===== src/rtl/cdb_arbiter.sv =====
// Common data bus arbiter: per-source result FIFOs, round-robin grant, one registered broadcast per cycle.
// Optional feature: define CDB_BYPASS_EN to let a result skip its FIFO when every FIFO is empty (latency 1).
module cdb_arbiter #(
    parameter int NUM_SRC    = 4,
    parameter int DATA_W     = 32,
    parameter int TAG_W      = 5,
    parameter int FIFO_DEPTH = 2,
    parameter int SRC_W      = $clog2(NUM_SRC)
) (
    input  logic                      clk,
    input  logic                      rst,
    input  logic                      flush,
    input  logic [NUM_SRC-1:0]        src_valid,
    input  logic [NUM_SRC*TAG_W-1:0]  src_tag,
    input  logic [NUM_SRC*DATA_W-1:0] src_data,
    output logic [NUM_SRC-1:0]        src_full,
    output logic                      bcast_valid,
    output logic [TAG_W-1:0]          bcast_tag,
    output logic [DATA_W-1:0]         bcast_data,
    output logic [SRC_W-1:0]          bcast_src,
    output logic                      overflow
);

    localparam int IDX_W = $clog2(FIFO_DEPTH);
    localparam int PTR_W = IDX_W + 1;

    // Handshake: a producer may present src_valid with a non-zero tag in any cycle;
    // the item is accepted at the edge only if src_full was low during that cycle,
    // otherwise it is lost and overflow latches. Consumers see one bcast_valid pulse per item.

    logic [TAG_W-1:0]   tag_mem  [NUM_SRC][FIFO_DEPTH];
    logic [DATA_W-1:0]  data_mem [NUM_SRC][FIFO_DEPTH];
    logic [PTR_W-1:0]   wr_ptr   [NUM_SRC];
    logic [PTR_W-1:0]   rd_ptr   [NUM_SRC];
    logic [SRC_W-1:0]   rr_ptr;

    logic [NUM_SRC-1:0] push_req;
    logic [NUM_SRC-1:0] fifo_empty;
    logic [NUM_SRC-1:0] fifo_full;
    logic [NUM_SRC-1:0] arb_req;
    logic [NUM_SRC-1:0] push_en;
    logic [NUM_SRC-1:0] pop_en;
    logic               bypass_sel;
    logic               overflow_set;
    logic               grant_valid;
    logic [SRC_W-1:0]   grant_idx;
    logic [SRC_W-1:0]   scan_idx;
    logic [TAG_W-1:0]   grant_tag;
    logic [DATA_W-1:0]  grant_data;

    // Full/empty come from the wrap bit of the extended pointers.
    always_comb begin : fifo_status
        fifo_empty = '0;
        fifo_full  = '0;
        push_req   = '0;
        for (int i = 0; i < NUM_SRC; i++) begin
            fifo_empty[i] = (wr_ptr[i] == rd_ptr[i]);
            fifo_full[i]  = (wr_ptr[i][IDX_W] != rd_ptr[i][IDX_W]) &&
                            (wr_ptr[i][IDX_W-1:0] == rd_ptr[i][IDX_W-1:0]);
            push_req[i]   = src_valid[i] && (src_tag[i*TAG_W +: TAG_W] != '0);
        end
    end

`ifdef CDB_BYPASS_EN
    assign bypass_sel = (&fifo_empty) && !flush;
`else
    assign bypass_sel = 1'b0;
`endif

    assign arb_req = bypass_sel ? push_req : ~fifo_empty;

    always_comb begin : rr_scan
        grant_valid = 1'b0;
        grant_idx   = '0;
        scan_idx    = '0;
        for (int off = 0; off < NUM_SRC; off++) begin
            scan_idx = SRC_W'((int'(rr_ptr) + off) % NUM_SRC);
            if (!grant_valid && arb_req[scan_idx]) begin
                grant_valid = 1'b1;
                grant_idx   = scan_idx;
            end
        end
    end

    // In bypass mode the granted item comes from the raw source lanes, not the FIFO head.
    always_comb begin : grant_mux
        grant_tag  = '0;
        grant_data = '0;
        for (int i = 0; i < NUM_SRC; i++) begin
            if (grant_idx == SRC_W'(i)) begin
                if (bypass_sel) begin
                    grant_tag  = src_tag[i*TAG_W +: TAG_W];
                    grant_data = src_data[i*DATA_W +: DATA_W];
                end else begin
                    grant_tag  = tag_mem[i][rd_ptr[i][IDX_W-1:0]];
                    grant_data = data_mem[i][rd_ptr[i][IDX_W-1:0]];
                end
            end
        end
    end

    always_comb begin : push_pop
        push_en = '0;
        pop_en  = '0;
        for (int i = 0; i < NUM_SRC; i++) begin
            push_en[i] = push_req[i] && !fifo_full[i] && !flush &&
                         !(bypass_sel && grant_valid && grant_idx == SRC_W'(i));
            pop_en[i]  = !bypass_sel && grant_valid && !flush &&
                         (grant_idx == SRC_W'(i));
        end
        overflow_set = (|(push_req & fifo_full)) && !flush;
    end

    always_ff @(posedge clk) begin : fifo_mem
        for (int i = 0; i < NUM_SRC; i++) begin
            if (push_en[i]) begin
                tag_mem[i][wr_ptr[i][IDX_W-1:0]]  <= src_tag[i*TAG_W +: TAG_W];
                data_mem[i][wr_ptr[i][IDX_W-1:0]] <= src_data[i*DATA_W +: DATA_W];
            end
        end
    end

    // Flush empties every FIFO but keeps rr_ptr, overflow and the last broadcast payload.
    always_ff @(posedge clk) begin : ctrl
        if (!rst) begin
            for (int i = 0; i < NUM_SRC; i++) begin
                wr_ptr[i] <= '0;
                rd_ptr[i] <= '0;
            end
            rr_ptr      <= '0;
            bcast_valid <= 1'b0;
            bcast_tag   <= '0;
            bcast_data  <= '0;
            bcast_src   <= '0;
            overflow    <= 1'b0;
        end else if (flush) begin
            for (int i = 0; i < NUM_SRC; i++) begin
                wr_ptr[i] <= '0;
                rd_ptr[i] <= '0;
            end
            bcast_valid <= 1'b0;
        end else begin
            for (int i = 0; i < NUM_SRC; i++) begin
                if (push_en[i]) begin
                    wr_ptr[i] <= wr_ptr[i] + 1'b1;
                end
                if (pop_en[i]) begin
                    rd_ptr[i] <= rd_ptr[i] + 1'b1;
                end
            end
            bcast_valid <= grant_valid;
            if (grant_valid) begin
                bcast_tag  <= grant_tag;
                bcast_data <= grant_data;
                bcast_src  <= grant_idx;
                rr_ptr     <= (grant_idx == SRC_W'(NUM_SRC - 1)) ? '0 : grant_idx + 1'b1;
            end
            if (overflow_set) begin
                overflow <= 1'b1;
            end
        end
    end

    assign src_full = fifo_full;

endmodule

===== config.mk =====
export PLATFORM = sky130hd
export DESIGN_NAME = cdb_arbiter
export DESIGN_NICKNAME = d
export VERILOG_FILES = /design/src/rtl/cdb_arbiter.sv
export SDC_FILE = /design/constraint.sdc
export NUM_CORES = 1
export LEC_CHECK = 0
export BUFFER_PORTS_ARGS = -buffer_cell sky130_fd_sc_hd__buf_2
export CORE_ASPECT_RATIO = 0.75
export CORE_MARGIN = 3
export CORE_UTILIZATION = 30
export CTS_CLUSTER_DIAMETER = 120
export DETAILED_ROUTE_END_ITERATION = 12
export PLACE_DENSITY_LB_ADDON = 0.12
export SKIP_CTS_REPAIR_TIMING = 1
export SYNTH_ARGS = -nofsm -noshare
export SYNTH_HDL_FRONTEND = slang
export SYNTH_SLANG_ARGS = --single-unit

===== constraint.sdc =====
create_clock -name clk -period 7.2 [get_ports clk]
set_input_delay 1.44 -clock clk [delete_from_list [all_inputs] [get_ports clk]]
set_output_delay 1.44 -clock clk [all_outputs]
set_load 0.05 [all_outputs]

==> flow_summary_export.csv <==
group,metric,value,unit
sta,min_period,4000,ps
yosys,synth.avg_cell_area,16.4,µm²
die,io_pins,200,
die,die_area,49600,µm²
routing,routed_via_density,4.69,
setup_path,timing.rr.end,"bcast_data[0]$_SDFFE_PN0N_",
setup_path,rr_worst_depth,11,
global_route,grt_max_degree,78,
cells_and_area,areaGrowthSynthToFinish,20.6,%
pwr,leakagePower,6.03,nW
sta,maxSlewViolCount,0,
routing,drt_iter0_drc,504,
placed_design,port_buffers,199,
yosys,yosysSeqAreaShare,72.4,%
clock_network,path_clk_slew,60,ps
sta,fmax,0.250,GHz
cells_and_area,nets,1218,
setup_path,cp-start-kind,"register",
cells_and_area,final_area,17000,µm²
clock_network,clock-sinks,355,
global_route,grt_use_total,15.3,%
clock_network,h-tree-depth,2,
yosys,synth.area.top_cells,"edfxtp_1, dfxtp_1, mux2i_1, mux2_2, a211o_1",
pwr,vdd_drop_max,0.000400,V
yosys,ys_seq_elements,355,
clock_network,numCtsBuffers,40,
setup_path,crit_start,"rd_ptr[2][0]$_SDFFE_PP0P_",
die,start_util,30.5,%
die,die_width,256,µm
sta,rsz0062_at_grt,"false",
setup_path,arrival,4390,ps
clock_network,cts_tree,"yes",
pwr,cellPowerDensity,415,nW/µm²
setup_path,reg2reg_setup_slack,3200,ps
sta,tightestPinTransition,1130,ps
routing,firstDrtPassIters,4,
placed_design,hpwl,23400,µm
yosys,syn_inst,858,
cells_and_area,diodes,0,
placed_design,place_area,15800,µm²
clock_network,worstSkewPairLatency,530,ps
job,max_cap_violations,0,
routing,drtAntennaViolNets,0,
pwr,total_power,7.05,mW
routing,wl_per_cell,22.5,µm
status,outcome,"finished clean",
setup_path,setup.worst_path.class,"reg -> reg",
placed_design,place_congestion,0.707,
setup_path,crit_end,"bcast_data[0]$_SDFFE_PN0N_",
yosys,syn-num-nets,1017,
die,core,46200,µm²
routing,drcViolationCount,0,
hold_path,hold_class,"reg -> reg",
cells_and_area,drive_gt1_share,31.5,%
global_route,antenna_found_initial,3,
routing,num_vias,8064,
global_route,grt-ovfl-total,0,
sta,setup-violations-final,0,
sta,finalHoldViolCount,0,
yosys,synth_top_area_share,65.7,%
yosys,async_reset_ff_share,0,%
clock_network,cts_root_buf,"clkbuf_16",
cells_and_area,final_common_cell,"edfxtp_1",
cells_and_area,fin_util,36.8,%
cells_and_area,final_cell_mix,"edfxtp_1, buf_2, mux2i_1",
sta,fin_crit_sh,55.5,%
sta,tns,0,ps
yosys,yosys_most_used_dff,"edfxtp_1",
setup_path,crit_fanout,41,
placed_design,place_ws,3110,ps
sta,clock_skew,12.8,ps
sta,slew_headroom,24.8,%
die,num_rows,68,
yosys,yosysTopAreaCell,"edfxtp_1",
setup_path,crit_required,7600,ps
setup_path,worstSetupEndpointType,"register",
yosys,syn-cell-area,14100,µm²
clock_network,cts_buffer_depth,3,
global_route,grt_pass1_wl,56000,µm
yosys,synthDistinctLibCells,49,
yosys,yosys_warnings,0,
setup_path,timing.rr.start,"rd_ptr[2][0]$_SDFFE_PP0P_",
yosys,synth-edff-count,308,
routing,wirelength,38700,µm
sta,setup_ws,3200,ps
die,die_h,194,µm
global_route,grt_pass1_vias,8219,
critical path, stage by stage (launching register included):
cell and delay, ps:
dfxtp_4 900, xnor2_1 220, and2_1 230, o221ai_1 140, a21boi_1 430, inv_2 130, ha_1 270, nand2b_2 800
nor2_1 150, a211o_1 320, a22oi_1 180, o2bb2ai_1 90
through the flow:
stage	hold slack, ps	cells
2_1_floorplan	484	858
3_3_place_gp	445	1647
3_5_place_dp	448	1647
4_1_cts	455	1721
5_1_grt	483	1721
6_report	449	1721
worst min path at each step:
stage                                startpoint  cells past startpoint                           to  slack [ps]
finish                    overflow$_SDFFE_PN0P_                      2        overflow$_SDFFE_PN0P_         450
global route        bcast_data[26]$_SDFFE_PN0N_                      1  bcast_data[26]$_SDFFE_PN0N_         480
CTS                       overflow$_SDFFE_PN0P_                      2        overflow$_SDFFE_PN0P_         460
detailed placement        overflow$_SDFFE_PN0P_                      2        overflow$_SDFFE_PN0P_         450
global placement          overflow$_SDFFE_PN0P_                      2        overflow$_SDFFE_PN0P_         440
floorplan                rr_ptr[1]$_SDFFE_PN0N_                      2       rr_ptr[1]$_SDFFE_PN0N_         480
Yosys cell counts, types with 3 or more instances:
cell / count
o2bb2ai_1: 37
xor2_1: 9
buf_2: 19
nor3b_1: 3
nor2_1: 47
edfxtp_1: 308
nor4_1: 3
o21ai_1: 4
inv_2: 3
a21oi_1: 38
inv_1: 3
and2_1: 7
dfxtp_1: 47
mux2_1: 17
mux2i_1: 74
nand2_1: 12
o21ai_0: 5
and3_1: 5
xnor2_1: 9
a211o_1: 37
ha_1: 4
a22oi_1: 37
clkbuf_1: 21
buf_1: 6
mux2_2: 57
buf_4: 7
nand2b_1: 3
o221ai_1: 3
or4_1: 4
nor3_1: 4
metal layers:
metal  vias to the layer above  global-route usage (%)  part of all wire (%)
met5                         -                       0                  0.11
met4                         6                    2.93                   1.3
met3                        51                    3.37                   5.0
met2                       205                    23.5                    44
met1                      4017                    22.5                    50
li1                       3785                       -                     -
cell type report:
type                    instances  area [µm²]
multi-input cells             442        3660
flip-flops and latches        355       10200
repair buffers                214        1110
clock inverters                12        91.3
clock buffers                  62        1110
inverters                       6        22.5
well taps                     630         788
fillers                      4444       29200
report_power, final:
group / leakage, nW / internal, mW / switching [mW] / total [mW]
Sequential: 3.23 / 2.45 / 0.114 / 2.57
Combinational: 2.22 / 1.00 / 1.58 / 2.58
Clock: 0.585 / 1.10 / 0.801 / 1.91
state kept, by name, indices dropped and copies added (netlist names):
signal,cells
tag_mem,40
overflow,1
rd_ptr,8
rr_ptr,2
bcast_valid,1
data_mem,256
bcast_src,2
bcast_tag,5
wr_ptr,8
bcast_data,32
kinds of logic (layout without fill, tap and decap cells):
| group | after synthesis | in the layout | synth area share [%] |
|---|---|---|---|
| xor+xnor | 20 | 20 | 1.35 |
| buf+inv | 61 | 294 | 2.09 |
| flops | 355 | 355 | 72.4 |
| simple gates | 96 | 96 | 3.44 |
| mux | 148 | 148 | 11.2 |
| compound gates | 174 | 174 | 9.22 |
| fa+ha+maj | 4 | 4 | 0.355 |
No activity file was read; power rests on OpenSTA's default activity.
